--- config.mk ---
export PLATFORM = sky130hd
export DESIGN_NAME = program_loader_flat
export DESIGN_NICKNAME = d
export VERILOG_FILES = /design/src/rtl/program_loader_if.sv /design/src/rtl/program_loader.sv /design/src/flat_wrapper.sv
export SDC_FILE = /design/constraint.sdc
export NUM_CORES = 1
export LEC_CHECK = 0
export ABC_CLOCK_PERIOD_IN_PS = 7310
export CAP_MARGIN = 20
export CORE_MARGIN = 2
export CORE_UTILIZATION = 57
export CTS_BUF_LIST = sky130_fd_sc_hd__clkbuf_8
export CTS_CLUSTER_DIAMETER = 30
export DETAILED_ROUTE_END_ITERATION = 10
export GPL_TIMING_DRIVEN = 0
export MAX_ROUTING_LAYER = met4
export PLACE_DENSITY_LB_ADDON = 0.08
export SYNTH_ARGS = -nofsm -noshare
export SYNTH_HDL_FRONTEND = slang
export SYNTH_SLANG_ARGS = --single-unit
export TNS_END_PERCENT = 20
--- constraint.sdc ---
create_clock -name clk -period 7.31 [get_ports clk]
set_clock_uncertainty 0.15 [all_clocks]
set_input_delay 1.462 -clock clk [delete_from_list [all_inputs] [get_ports clk]]
set_output_delay 1.462 -clock clk [all_outputs]
set_load 0.02 [all_outputs]
--- src/rtl/program_loader_if.sv ---
// Stream-input and memory-write-port bundle for program_loader.
// The slave modport is the loader's view. The master modport is the host/memory side.
interface program_loader_if #(
  parameter int ADDR_W = 5,
  parameter int DATA_W = 8
);
  logic              in_valid;
  logic [DATA_W-1:0] in_data;
  logic              in_ready;
  logic              mem_wr;
  logic [ADDR_W-1:0] mem_addr;
  logic [DATA_W-1:0] mem_wdata;

  modport master (
    output in_valid, in_data,
    input  in_ready, mem_wr, mem_addr, mem_wdata
  );

  modport slave (
    input  in_valid, in_data,
    output in_ready, mem_wr, mem_addr, mem_wdata
  );
endinterface

--- src/rtl/program_loader.sv ---
// Boot loader: writes a LEN/data/CSUM framed image into program memory and then releases the CPU reset.
// Optional: PROGRAM_LOADER_CHECKSUM_EN enables the trailing checksum byte and its check.
module program_loader #(
  parameter int ADDR_W = 5,
  parameter int DATA_W = 8,
  parameter int DEPTH  = 32
) (
  input  logic                clk,
  input  logic                rst,
  input  logic                start,
  program_loader_if.slave     bus,
  output logic                cpu_rst,
  output logic                done,
  output logic                error
);

  typedef enum logic [2:0] {
    IDLE, LEN, DATA, CSUM, FLUSH, RUN, ERR
  } state_t;

  localparam logic [DATA_W-1:0] DEPTH_B = DATA_W'(DEPTH);

  state_t            state_q, state_d;
  logic [ADDR_W:0]   len_q, len_d;
  logic [ADDR_W:0]   count_q, count_d;
  logic [DATA_W-1:0] sum_q, sum_d;
  logic              mem_wr_d;
  logic [ADDR_W-1:0] mem_addr_d;
  logic [DATA_W-1:0] mem_wdata_d;
  logic              accept;
  logic              last_byte;

  assign accept    = bus.in_valid && bus.in_ready;
  assign last_byte = (count_q == len_q - 1'b1);

  always_comb begin
    state_d     = state_q;
    len_d       = len_q;
    count_d     = count_q;
    sum_d       = sum_q;
    mem_wr_d    = 1'b0;
    mem_addr_d  = bus.mem_addr;
    mem_wdata_d = bus.mem_wdata;
    case (state_q)
      IDLE: begin
        count_d = '0;
        sum_d   = '0;
        if (start) state_d = LEN;
      end
      LEN: begin
        if (accept) begin
          if ((bus.in_data == '0) || (bus.in_data > DEPTH_B)) begin
            state_d = ERR;
          end else begin
            len_d   = bus.in_data[ADDR_W:0];
            count_d = '0;
            state_d = DATA;
          end
        end
      end
      DATA: begin
        if (accept) begin
          mem_wr_d    = 1'b1;
          mem_addr_d  = count_q[ADDR_W-1:0];
          mem_wdata_d = bus.in_data;
          sum_d       = sum_q + bus.in_data;
          count_d     = count_q + 1'b1;
`ifdef PROGRAM_LOADER_CHECKSUM_EN
          if (last_byte) state_d = CSUM;
`else
          if (last_byte) state_d = FLUSH;
`endif
        end
      end
`ifdef PROGRAM_LOADER_CHECKSUM_EN
      CSUM: begin
        if (accept) state_d = (bus.in_data == sum_q) ? RUN : ERR;
      end
`endif
      // FLUSH lets the final write strobe land before cpu_rst is released.
      FLUSH: state_d = RUN;
      RUN, ERR: begin
        if (start) begin
          count_d = '0;
          sum_d   = '0;
          state_d = LEN;
        end
      end
      default: state_d = IDLE;
    endcase
  end

  always_ff @(posedge clk) begin
    if (rst) begin
      state_q       <= IDLE;
      len_q         <= '0;
      count_q       <= '0;
      sum_q         <= '0;
      bus.in_ready  <= 1'b0;
      bus.mem_wr    <= 1'b0;
      bus.mem_addr  <= '0;
      bus.mem_wdata <= '0;
      cpu_rst       <= 1'b1;
      done          <= 1'b0;
      error         <= 1'b0;
    end else begin
      state_q       <= state_d;
      len_q         <= len_d;
      count_q       <= count_d;
      sum_q         <= sum_d;
      bus.mem_wr    <= mem_wr_d;
      bus.mem_addr  <= mem_addr_d;
      bus.mem_wdata <= mem_wdata_d;
      // Status outputs are decoded from the next state so they are registered yet track the state.
      bus.in_ready  <= (state_d == LEN) || (state_d == DATA) || (state_d == CSUM);
      cpu_rst       <= (state_d != RUN);
      done          <= (state_d == RUN);
      error         <= (state_d == ERR);
    end
  end

endmodule

--- src/flat_wrapper.sv ---
// flat-port wrapper written by rule: the top's interface ports become plain ports
module program_loader_flat 
#(
  parameter int ADDR_W = 5,
  parameter int DATA_W = 8,
  parameter int DEPTH  = 32
)
  (clk, rst, start, cpu_rst, done, error, bus_in_valid, bus_in_data, bus_in_ready, bus_mem_wr, bus_mem_addr, bus_mem_wdata);
  program_loader_if #(.ADDR_W(ADDR_W), .DATA_W(DATA_W)) bus_i ();
  input  logic clk;
  input  logic rst;
  input  logic start;
  output logic cpu_rst;
  output logic done;
  output logic error;
  input wire logic [$bits(bus_i.in_valid)-1:0] bus_in_valid;
  input wire logic [$bits(bus_i.in_data)-1:0] bus_in_data;
  output wire logic [$bits(bus_i.in_ready)-1:0] bus_in_ready;
  output wire logic [$bits(bus_i.mem_wr)-1:0] bus_mem_wr;
  output wire logic [$bits(bus_i.mem_addr)-1:0] bus_mem_addr;
  output wire logic [$bits(bus_i.mem_wdata)-1:0] bus_mem_wdata;
  assign bus_i.in_valid = bus_in_valid;
  assign bus_i.in_data = bus_in_data;
  assign bus_in_ready = bus_i.in_ready;
  assign bus_mem_wr = bus_i.mem_wr;
  assign bus_mem_addr = bus_i.mem_addr;
  assign bus_mem_wdata = bus_i.mem_wdata;
  program_loader #(.ADDR_W(ADDR_W), .DATA_W(DATA_W), .DEPTH(DEPTH)) u_core (.clk(clk), .rst(rst), .start(start), .bus(bus_i), .cpu_rst(cpu_rst), .done(done), .error(error));
endmodule
# Word level (Yosys, flattened, before mapping)
# Cells that the tools add are included.
# op_classes
n_mux	12
n_eq_ne	16
magnitude_cmp	1
bitwise	2
n_reduce_logical	13
n_addsub	2
# op_table
operator	count
6-bit 2-to-1 mux	4
6-bit one-hot mux with 4 select lines	1
3-bit equality test (second input constant)	5
3-bit 2-to-1 mux	5
3-bit one-hot mux with 4 select lines	1
3-bit by 2-bit equality test with 1-bit output (second input constant)	3
8-bit by 6-bit > comparator with 1-bit output (second input constant)	1
8-bit zero test	1
6-bit by 1-bit adder with 6-bit output (second input constant)	1
3-bit by 1-bit equality test with 1-bit output (second input constant)	2
6-bit equality test	1
6-bit by 1-bit subtractor with 6-bit output (second input constant)	1
5-bit AND reduction	1
2-bit by 1-bit != test with 1-bit output (second input constant)	2
2-bit != test (second input constant)	2
4-bit nonzero test	1
2-bit OR reduction	2
3-bit zero test	1
1-bit logical OR	3
3-bit != test (second input constant)	1
3-bit AND reduction	1
3-bit OR reduction	1
1-bit NOT	2
2-bit AND reduction	1
other kinds (2)	2
# word_totals
output_inout_bits	18
in_bits	12
elab_cells	56
regBits	33

# Logic depth before layout (Yosys ltp)
# Gate-level depths: netlist of run 1.
# depth
word_depth	8
ltp_mapped	7

# Worst setup path after synthesis of run 1
# No wires, ideal clock.
# synth_timing
path_kind	input port to flip-flop
start	input port bus_in_data[3]
end	register u_core.count_q[1]
n_path_buf	1
setup_ns	0.070
arrival_time_ns	3.117
path_slack_ns	3.973
path_stages	6
required_time_ns	7.090
cell_sequence	or4_4 > or3_4 > and3_4 > buf_6 > or3_1 > a21oi_1
# synth_via
elab_chain_cells	4
word_cells_on_any_way	5
classes_between	order compare (1); eq/ne (1); reduce/logical (3)
# synth_lines
element	line_no	rtl
start, declared	flat_wrapper.sv:17	input wire logic [$bits(bus_i.in_data)-1:0] bus_in_data;
8-bit by 6-bit > comparator with 1-bit output or 8-bit zero test (tied branches)	program_loader.sv:52	if ((bus.in_data == '0) || (bus.in_data > DEPTH_B)) begin
1-bit logical OR *	program_loader.sv:52	
2-bit != test (no line) *	-	
5-bit AND reduction (no line) *	-	
end signal, assigned	program_loader.sv:109	count_q <= count_d;
end, declared	program_loader.sv:25	logic [ADDR_W:0] count_q, count_d;
# Mark *: on every way between the ends. The rest lies on a longest branch, timed or not.
# A chain may end at the register's enable or synchronous reset.

# Final worst setup path of run 1
# layout_timing
start	input port bus_in_data[4]
end	register u_core.len_q[1]
# layout_via
elab_chain_cells	4
word_cells_on_any_way	5
classes_between	order compare (1); bitwise (1); reduce/logical (3)
# layout_lines
element	line_no	rtl
8-bit by 6-bit > comparator with 1-bit output or 8-bit zero test (tied branches)	program_loader.sv:52	
1-bit logical OR *	program_loader.sv:52	
1-bit NOT (no line) *	-	
3-bit AND reduction (no line) *	-	
end signal, assigned	program_loader.sv:108	len_q <= len_d;
end, declared	program_loader.sv:24	logic [ADDR_W:0] len_q, len_d;
# Marks and branches as above.

==> results of run 1 <==
## sequential cells by signal (all words and copies together), names as in the netlist
name                  flops
u_core.bus.mem_wdata      8
u_core.count_q            6
u_core.len_q              6
u_core.bus.mem_addr       5
u_core.state_q            3
u_core.bus.in_ready       1
u_core.bus.mem_wr         1
u_core.cpu_rst            1
u_core.done               1
u_core.error              1
## per-layer routing
layer  track usage, %  routed length, um  vias up
li1                 -                  -      714
met1             28.1               1550      665
met2             41.3               1780       65
met3             8.14                254        9
met4             8.01                 52        0
met5                -                  0        -
## logic make-up (layout without fill, tap and decap cells)
kind of cell,after synthesis,after routing,share of synthesized area [%]
simple gates,75,75,23.9
compound gates,46,46,19.0
flops,33,33,43.2
buf+inv,13,49,3.69
xor+xnor,8,8,4.59
mux,6,6,3.93
fa+ha+maj,2,2,1.64
## worst reg2reg max path, stage by stage (launching register included)
cell      delay [ps]
dfxtp_1          410
inv_1             70
ha_1             250
o21ba_2          210
a221oi_1         280
a41oi_1          110
o41ai_1          650
o211a_1          240
## power groups by stage
stage          logic (mW)  registers (mW)  clock network, mW
6_report           0.0353           0.185              0.148
5_1_grt            0.0382           0.185              0.158
4_1_cts            0.0348           0.185              0.151
3_5_place_dp       0.0345           0.189                  0
3_3_place_gp       0.0339           0.189                  0
2_1_floorplan      0.0191           0.190                  0
## worst min path at each step
stage               depth (start not counted)                      to  slack, ps                    from
finish                                      2  u_core.bus.mem_addr[0]        310  u_core.bus.mem_addr[0]
global route                                2  u_core.bus.mem_addr[3]        330  u_core.bus.mem_addr[3]
CTS                                         2  u_core.bus.mem_addr[2]        310  u_core.bus.mem_addr[2]
detailed placement                          2  u_core.bus.mem_addr[2]        300  u_core.bus.mem_addr[2]
global placement                            2  u_core.bus.mem_addr[4]        290  u_core.bus.mem_addr[4]
floorplan                                   2       u_core.count_q[5]        330       u_core.count_q[5]
## placed cells by master (no fill, tap or decap), types with 2 or more instances in the layout
cell type        count
a21o_1               2
a21oi_1             20
a31oi_1              2
and2_1               2
clkbuf_1             8
clkbuf_8             7
clkdlybuf4s50_1     28
dfxtp_1             33
ha_1                 2
inv_1                3
mux2i_1              6
nand2_1             31
nand3_1              4
nor2_1              13
nor2b_1              2
nor3_1               8
nor3b_1              3
o21a_1               2
o21ai_0              7
o41ai_1              2
or3_1                3
xnor2_1              3
xor2_1               5
## area by class of cell
type	instances	share of cell area (%)
clock inverters	1	0.257
clock buffers	7	4.95
repair buffers	28	14.4
inverters	3	0.578
flip-flops and latches	33	33.9
well taps	30	1.93
multi-input cells	137	41.6
plain buffers	10	2.31
## metrics by stage
stage / area [sq um] / util [%] / setup WS (ps)
floorplan: 1530 / - / 3970
global placement: 1850 / 73.8 / 3440
detailed placement: 1850 / 73.8 / 3430
CTS: 1950 / 77.9 / 3670
global route: 1950 / 77.9 / 3600
finish: 1950 / 77.9 / 3660
==> impl_results.md, run 1 <==
- Post-synth top cells: 33 x dfxtp_1, 31 x nand2_1, 20 x a21oi_1, 13 x nor2_1
- Final period util: 49.9%
- Total track usage: 24.8%
- CP top delay family: simple AND/OR/NAND/NOR gates
- # diodes: 0
- Top Ports: 30
- Worst r2r dst: u_core.error
- Hold WS: 310 ps
- TritonCTS clock tree: yes
- First-pass GRT wire length: 5910 um
- Register area: 661 sq um
- CP max stage cell: or4_4
- Die area: 3110 sq um
- Leakage power: 0.702 nW
- Most common cell in the netlist: dfxtp_1
- EDFF count, synth: 0
- Vias per inst: 5.84
- Avg Inst Size Synth: 8.35 sq um
- Antenna violations before repair: 0
- Count of cell types in the netlist: 43
- CTS max path bufs: 2
- Multi-input logic area: 811 sq um
- CP Class: input port to register
- Detailed placer's ending HPWL: 2660 um
- FF-to-FF Start: u_core.len_q[0]
- Post-Synthesis Cells: 183
- Crit path to: u_core.len_q[1]
- Critical path peak fanout: 6
- Critical Path Start Type: input port
- Pwr/cell area: 189 nW/um^2
- Fill cells: 172
- Max VDD drop: 209 uV
- Worst-path clk slew: 60 ps
- Sw frac: 23.1%
- DR vias: 1453
- Row cnt: 18
- Worst Path Required: 7320 ps
- RSZ-0062 raised after global routing: false
- Slew HR: 37.2%
- Core area: 2500 sq um
- Post_cts resized: 0
- Min cycle time layout: 3650 ps
- Mapped cell area: 1530 sq um
- Final Hold Fails: 0
- Synth top area cells: dfxtp_1 43%, nand2_1 7.6%, a21oi_1 6.6%, mux2i_1 3.9%, nor2_1 3.2%
- FF-to-FF path depth: 7
- CP Launch Point: bus_in_data[4]
- Nets: 232
- Post-synthesis sequential area ratio: 43.2%
- Hold_buf cts: 0
- Post-CTS Setup Inserts: 0
- Async set-or-reset flop fraction in the synthesized netlist: 0%
- P_int: 0.283 mW
- Port bufs: 28
- Post-Route WL: 3640 um
- Chip height: 55.8 um
- Slew Viols, Final: 0
- Top-area cell type share of the netlist area: 43.2%
- Sequential share of power: 50.2%
- Synthesized flop and latch total: 33
- Power consumption: 0.369 mW
- Dominant cell type by area after synthesis: dfxtp_1
- Wire length per cell: 14.6 um
- Worst stage delay on the critical path: 540 ps
- CTS Buf Count: 5
- Vias in the first global route: 1307
- Setup TNS: 0 ps
- Die width: 55.8 um
- Worst-Skew Late Latency: 280 ps
- Slew @ Worst Pin: 935 ps
- Net Switching: 0.0851 mW
- Clk sinks: 33
- Share of cells above drive strength 1: 7.31%
- CP Depth: 6
- Reg-to-reg setup timing slack: 4900 ps
- Largest net degree at the start of global routing: 11
- GPL Wtd Cong: 0.815
- Gr ovfl total: 0
- Placed cell count: 241
- Type of the tightest min-delay check: register to register
- Synth Flop Type: dfxtp_1
- Initial core utilization: 61.1%
- Layout area overhead: 27.4%
- Synth Net Count: 197
- First-pass DRT Iterations: 5
- Residual DRC count: 0
- Worst path bufs/invs: 1
- Achievable Freq: 274 MHz
- Setup violations, final: 0
- Finished Layout Cells: 249
- DR iter-0 viols: 61
- Final antenna-violating net count: 0
- Root Driver: clkbuf_8
- Arrival time at the worst endpoint: 3650 ps
- Clock network power share: 40.2%
- Warnings from Yosys: 0
- Status: finished, final reports clean
- Max Cap Viol: 0
- Logic pwr share: 9.6%
- Critical path endpoint category: register
- CTS H-Tree Depth: 2
- Critical path cell sequence: clkdlybuf4s50_1 > or4_4 > or3_4 > a21oi_2 > mux2i_1 > nor2_1
Note: power is estimated with default switching activity, not from simulation.
==> inputs of run 2 (changes only) <==
--- a/config.mk
+++ b/config.mk
@@ -5,10 +5,10 @@
 export SDC_FILE = /design/constraint.sdc
 export NUM_CORES = 1
 export LEC_CHECK = 0
-export ABC_CLOCK_PERIOD_IN_PS = 7310
+export ABC_CLOCK_PERIOD_IN_PS = 3000
 export CAP_MARGIN = 20
 export CORE_MARGIN = 2
-export CORE_UTILIZATION = 57
+export CORE_UTILIZATION = 48
 export CTS_BUF_LIST = sky130_fd_sc_hd__clkbuf_8
 export CTS_CLUSTER_DIAMETER = 30
 export DETAILED_ROUTE_END_ITERATION = 10
==> constraint.sdc (replaced) <==
create_clock -name clk -period 3 [get_ports clk]
set_clock_uncertainty 0.15 [all_clocks]
set_input_delay 0.6 -clock clk [delete_from_list [all_inputs] [get_ports clk]]
set_output_delay 0.6 -clock clk [all_outputs]
set_load 0.02 [all_outputs]
==> run 2 against run 1 <==
Effect of this change:
- die area grew 17%
- clock-buffer cell count is 2 lower
- routed wire length is 2.0% higher
- non-clock buffer count did not move
- sequential share of layout area barely moved
- power up 130%
- critical path type unchanged
- critical endpoint is now u_core.count_q[1]
- largest power group unchanged
==> impl_results.md, run 2 (synthesis gave the netlist of run 1 again) <==
- Critical path endpoint category: register
- Final instance area: 1950 sq um (about the same)
- Max Cap Viol: 0 (unchanged)
- TritonCTS clock tree: yes
- Sw frac: 24.6% (+1.5 points)
- Critical path cell sequence: clkdlybuf4s50_1 > or4_4 > or3_4 > and3_4 > buf_6 > or3_1 > a21oi_1
- Hold path endpoint: u_core.bus.mem_wdata[1]
- Die area: 3650 sq um (+17%)
- Total track usage: 24.2% (-0.60 points)
- Share of cells above drive strength 1: 6.85% (-0.46 points)
- Largest regs: u_core.bus.mem_wdata x8, u_core.count_q x6, u_core.len_q x6
- Row cnt: 20 (+2)
- DR iter-0 viols: 49 (-20%)
- Wire length per cell: 14.1 um (-3.4%)
- Residual DRC count: 0 (unchanged)
- FF-to-FF Start: u_core.len_q[0]
- Placed cell areas: 1860 sq um (+0.95%)
- Type of the tightest min-delay check: register to register
- Slew Viols, Final: 0 (unchanged)
- Detailed placer's ending HPWL: 2810 um (+5.4%)
- First-pass DRT Iterations: 4 (-1)
- Most frequent cells in the layout: 33 x dfxtp_1, 31 x nand2_1, 28 x clkdlybuf4s50_1
- Die width: 60.4 um (+8.3%)
- Arrival time at the worst endpoint: 2810 ps (-840 ps)
- Status: finished, final reports clean
- Reg-to-reg setup timing slack: 530 ps (-4370 ps)
- Nets: 232 (unchanged)
- CTS max path bufs: 2 (unchanged)
- Achievable Freq: 364 MHz
- Worst r2r dst: u_core.error
- Power consumption: 0.849 mW (+130%)
- CP max stage cell: or4_4
- Worst Path Required: 3060 ps (-4260 ps)
- First-pass GRT wire length: 6200 um (+4.8%)
- Max reg flops: 8 (unchanged)
- Vias per inst: 5.37 (-7.9%)
- Largest net degree at the start of global routing: 11 (unchanged)
- Antenna violations before repair: 0 (unchanged)
- Min cycle time layout: 2740 ps
- Layout area overhead: 27.4% (about the same)
- RSZ-0062 raised after global routing: false
- Worst-Skew Late Latency: 280 ps (about the same)
- FF-to-FF path depth: 7 (unchanged)
- Logic pwr share: 10.1% (+0.5 points)
- Port bufs: 28 (unchanged)
- Initial core utilization: 50.5% (-11 points)
- # diodes: 0 (unchanged)
- Final antenna-violating net count: 0 (unchanged)
- Post-Route WL: 3710 um (+2.0%)
- CTS Buf Count: 5 (unchanged)
- Critical path peak fanout: 8 (+2)
- Slew HR: 47.7% (+11 points)
- Post-CTS Setup Inserts: 0 (unchanged)
- Hold depth: 2 (unchanged)
- Top Ports: 30 (unchanged)
- Root Driver: clkbuf_8
- Net Switching: 0.208 mW (+140%)
- Leading cell type in the layout, fill and taps excluded: dfxtp_1
- Gr ovfl total: 0 (unchanged)
- DR vias: 1413 (-2.8%)
- Final Hold Fails: 0 (unchanged)
- Setup violations, final: 0 (unchanged)
- Min-Delay Startpoint: u_core.bus.mem_wdata[1]
- Final period util: 91.5%
- Leakage power: 0.696 nW (-0.73%)
- Post_cts resized: 0 (unchanged)
- GPL Wtd Cong: 0.924 (+13%)
- CTS H-Tree Depth: 2 (unchanged)
- Clk sinks: 33 (unchanged)
- Max VDD drop: 288 uV (+38%)
- Core area: 3030 sq um (+21%)
- Worst-path clk slew: 70 ps (about the same)
- Hold WS: 308 ps (-1.81 ps)
- Hold_buf cts: 0 (unchanged)
- Sequential share of power: 53.1% (+2.9 points)
- Critical Path Start Type: input port
- Pwr/cell area: 436 nW/um^2 (+130%)
- CP Class: input port to register
- Worst stage delay on the critical path: 540 ps (about the same)
- Slew @ Worst Pin: 778 ps (-157 ps)
- Vias in the first global route: 1414 (+8.2%)
- Largest Register: u_core.bus.mem_wdata
- Setup TNS: 0 ps (unchanged)
- Chip height: 60.4 um (+8.3%)
- Clock network power share: 36.8% (-3.4 points)
- P_int: 0.640 mW (+130%)
==> run 2: cell types whose count changed in the layout (fill, tap and decap cells not counted), sizes merged <==
cell | previous run | this run
clkbuf | 15 | 13
clkinv | 1 | 2
inv | 3 | 4
==> run 2: how the worst max path moves through the flow <==
| stage | start | to | slack [ps] | depth (start not counted) |
|---|---|---|---|---|
| after detailed placement | bus_in_data[4] | u_core.count_q[1] | -20 | 7 |
| after global placement | bus_in_data[3] | u_core.count_q[1] | -20 | 7 |
| after CTS | bus_in_data[4] | u_core.count_q[1] | 260 | 7 |
| after global routing | bus_in_data[4] | u_core.count_q[5] | 190 | 7 |
| after floorplan | bus_in_data[3] | u_core.count_q[1] | 520 | 6 |
| final | bus_in_data[4] | u_core.count_q[1] | 260 | 7 |
==> run 2: per-layer routing <==
metal	up-vias	global-route usage, %	wire length (um)	share of wire, %
met1	656	26.7	1620	44
li1	715	-	-	-
met3	5	6.18	179	4.8
met5	-	-	0	0
met2	37	41.6	1840	50
met4	0	9.94	63	1.7
==> run 2: per-stage QoR <==
| step | std cells | setup slack (ps) | util, % |
|---|---|---|---|
| after detailed placement | 255 | -22.4 | 61.5 |
| final | 263 | 255 | 64.3 |
| after global routing | 263 | 189 | 64.3 |
| after floorplan | 183 | 525 | - |
| after global placement | 255 | -16.7 | 61.5 |
| after CTS | 263 | 259 | 64.3 |
==> run 2: power by group through the flow <==
stage	combinational (mW)	clock [mW]	sequential, mW
after floorplan	0.0466	0	0.463
after global placement	0.0834	0	0.460
after detailed placement	0.0851	0	0.460
after CTS	0.0858	0.320	0.451
after global routing	0.0947	0.343	0.451
final	0.0856	0.313	0.451
==> run 2: area by class of cell <==
| cell class | instances | area (sq um) |
|---|---|---|
| clock buffers | 5 | 68.8 |
| inverters | 3 | 11.3 |
| plain buffers | 10 | 45.0 |
| repair buffers | 28 | 280 |
| flip-flops and latches | 33 | 661 |
| multi-input cells | 137 | 811 |
| fillers | 272 | 1080 |
| clock inverters | 3 | 13.8 |
| well taps | 44 | 55.1 |
==> run 2: worst max-delay path, delay by kind of cell <==
family / cells / cell delay (ps)
AO/OA/AOI/OAI: 1 / 140
buffers and inverters: 2 / 590
AND/OR/NAND/NOR: 4 / 1470
==> inputs of run 3 (changes only) <==
--- a/config.mk
+++ b/config.mk
@@ -5,14 +5,13 @@
 export SDC_FILE = /design/constraint.sdc
 export NUM_CORES = 1
 export LEC_CHECK = 0
-export ABC_CLOCK_PERIOD_IN_PS = 3000
+export ABC_CLOCK_PERIOD_IN_PS = 3100
 export CAP_MARGIN = 20
 export CORE_MARGIN = 2
-export CORE_UTILIZATION = 48
+export CORE_UTILIZATION = 34
 export CTS_BUF_LIST = sky130_fd_sc_hd__clkbuf_8
 export CTS_CLUSTER_DIAMETER = 30
 export DETAILED_ROUTE_END_ITERATION = 10
-export GPL_TIMING_DRIVEN = 0
 export MAX_ROUTING_LAYER = met4
 export PLACE_DENSITY_LB_ADDON = 0.08
 export SYNTH_ARGS = -nofsm -noshare
==> constraint.sdc (replaced) <==
create_clock -name clk -period 3.1 [get_ports clk]
set_clock_uncertainty 0.15 [all_clocks]
set_input_delay 0.62 -clock clk [delete_from_list [all_inputs] [get_ports clk]]
set_output_delay 0.62 -clock clk [all_outputs]
set_load 0.02 [all_outputs]
==> run 3 against run 2 <==
Effect of this change:
- sequential power is 3% lower
- final cell count rose by 1.1%
- sequential share of layout area decreased by 0.15 points
- clock power grew 4%
- register-to-register slack improved by 60 ps
- via count down 0.71%
- largest power group unchanged
==> impl_results.md, run 3 (synthesis gave the netlist of run 1 again) <==
- Status: finished, final reports clean
- Layout area overhead: 27.9%
- TritonCTS clock tree: yes
- Post_cts resized: 0 (unchanged)
- Pwr/cell area: 431 nW/um^2 (-1.1%)
- GPL Wtd Cong: 0.853 (-7.6%)
- Wire length per cell: 14.6 um (+3.5%)
- First-pass DRT Iterations: 4 (unchanged)
- Power consumption: 0.843 mW (-0.70%)
- Vias in the first global route: 1320 (-6.6%)
- Largest Register: u_core.bus.mem_wdata
- Hold depth: 2 (unchanged)
- Initial core utilization: 35.1% (-15 points)
- Final antenna-violating net count: 0 (unchanged)
- Leakage power: 0.698 nW (+0.17%)
- Gr ovfl total: 0 (unchanged)
- Core area: 4350 sq um (+44%)
- Die area: 5050 sq um (+38%)
- Leading cell type in the layout, fill and taps excluded: dfxtp_1
- Critical path peak fanout: 6 (-2)
- Slew HR: 53.5% (+5.8 points)
- Largest regs: u_core.bus.mem_wdata x8, u_core.count_q x6, u_core.len_q x6
- Placed cell areas: 1870 sq um (+0.27%)
- Top Ports: 30 (unchanged)
- Slew Viols, Final: 0 (unchanged)
- First-pass GRT wire length: 6300 um (+1.7%)
- Fill cells: 442 (+63%)
- Port bufs: 29 (+3.6%)
- Final instance area: 1950 sq um (+0.45%)
- Worst-path clk slew: 70 ps (about the same)
- Arrival time at the worst endpoint: 2710 ps (-100 ps)
- CTS Buf Count: 5 (unchanged)
- FF-to-FF path depth: 7 (unchanged)
- CTS max path bufs: 2 (unchanged)
- Root Driver: clkbuf_8
- Antenna violations before repair: 0 (unchanged)
- DR vias: 1403 (-0.71%)
- Row cnt: 24 (+20%)
- Share of cells above drive strength 1: 8.88% (+2.0 points)
- Hold WS: 304 ps (-4.20 ps)
- Achievable Freq: 372 MHz
- Slew @ Worst Pin: 689 ps (-89.3 ps)
- Detailed placer's ending HPWL: 2840 um (+1.2%)
- Max reg flops: 8 (unchanged)
- Most frequent cells in the layout: 33 x dfxtp_1, 31 x nand2_1, 29 x clkdlybuf4s50_1
- Final period util: 86.7%
- CTS H-Tree Depth: 2 (unchanged)
- Min cycle time layout: 2690 ps
- # diodes: 0 (unchanged)
- Max Cap Viol: 0 (unchanged)
- RSZ-0062 raised after global routing: false
- Residual DRC count: 0 (unchanged)
- Max VDD drop: 202 uV (-30%)
- Critical Path Start Type: input port
- Worst Path Required: 3120 ps (+60 ps)
- Type of the tightest min-delay check: register to register
- Largest net degree at the start of global routing: 21 (+10)
- Final Hold Fails: 0 (unchanged)
- Chip height: 71.0 um (+18%)
- Total track usage: 16.5% (-7.7 points)
- DR iter-0 viols: 100 (+100%)
- Critical path endpoint category: register
- Setup violations, final: 0 (unchanged)
- Nets: 227 (-2.2%)
- CP Class: input port to register
- Hold_buf cts: 0 (unchanged)
- Reg-to-reg setup timing slack: 590 ps (+60 ps)
- Post-Route WL: 3880 um (+4.7%)
- Clk sinks: 33 (unchanged)
- Die width: 71.0 um (+18%)
- Worst-Skew Late Latency: 290 ps (about the same)
- Setup TNS: 0 ps (unchanged)
- Vias per inst: 5.27 (-1.8%)
- Post-CTS Setup Inserts: 0 (unchanged)
-- run 3: worst paths after layout --
path                       endpoint                   start
max                 u_core.len_q[3]          bus_in_data[3]
min          u_core.bus.mem_addr[4]  u_core.bus.mem_addr[4]
max reg2reg            u_core.error         u_core.len_q[0]
min reg2reg  u_core.bus.mem_addr[4]  u_core.bus.mem_addr[4]
-- run 3: cell type report --
cell class	count	area (sq um)	area share (%)
inverters	3	11.3	0.576
clock inverters	3	17.5	0.896
flip-flops and latches	33	661	33.8
multi-input cells	137	811	41.5
clock buffers	5	68.8	3.52
well taps	52	65.1	3.33
repair buffers	33	320	16.4
-- run 3: per-stage QoR --
stage	utilization [%]	worst slack [ps]	std cells
3_3_place_gp	42.9	150	258
6_report	44.9	413	266
4_1_cts	44.9	440	266
3_5_place_dp	42.9	117	258
5_1_grt	44.9	329	266
2_1_floorplan	-	605	183
-- run 3: critical path, cell delays in order --
cell	delay [ps]
clkdlybuf4s50_1	450
or4_4	550
or3_4	400
a21oi_2	380
mux2i_1	250
nor2_1	50
-- run 3: per-layer routing --
metal / share of wire, % / vias to the layer above / track usage [%]
met5: 0 / - / -
met4: 1.3 / 0 / 5.66
met3: 4.9 / 5 / 4.70
met2: 47 / 32 / 25.0
met1: 47 / 666 / 21.2
li1: - / 700 / -
-- run 3: where the power goes --
group	internal [mW]	switching, mW
Sequential	0.429	0.00686
Combinational	0.0372	0.0446
Clock	0.155	0.170
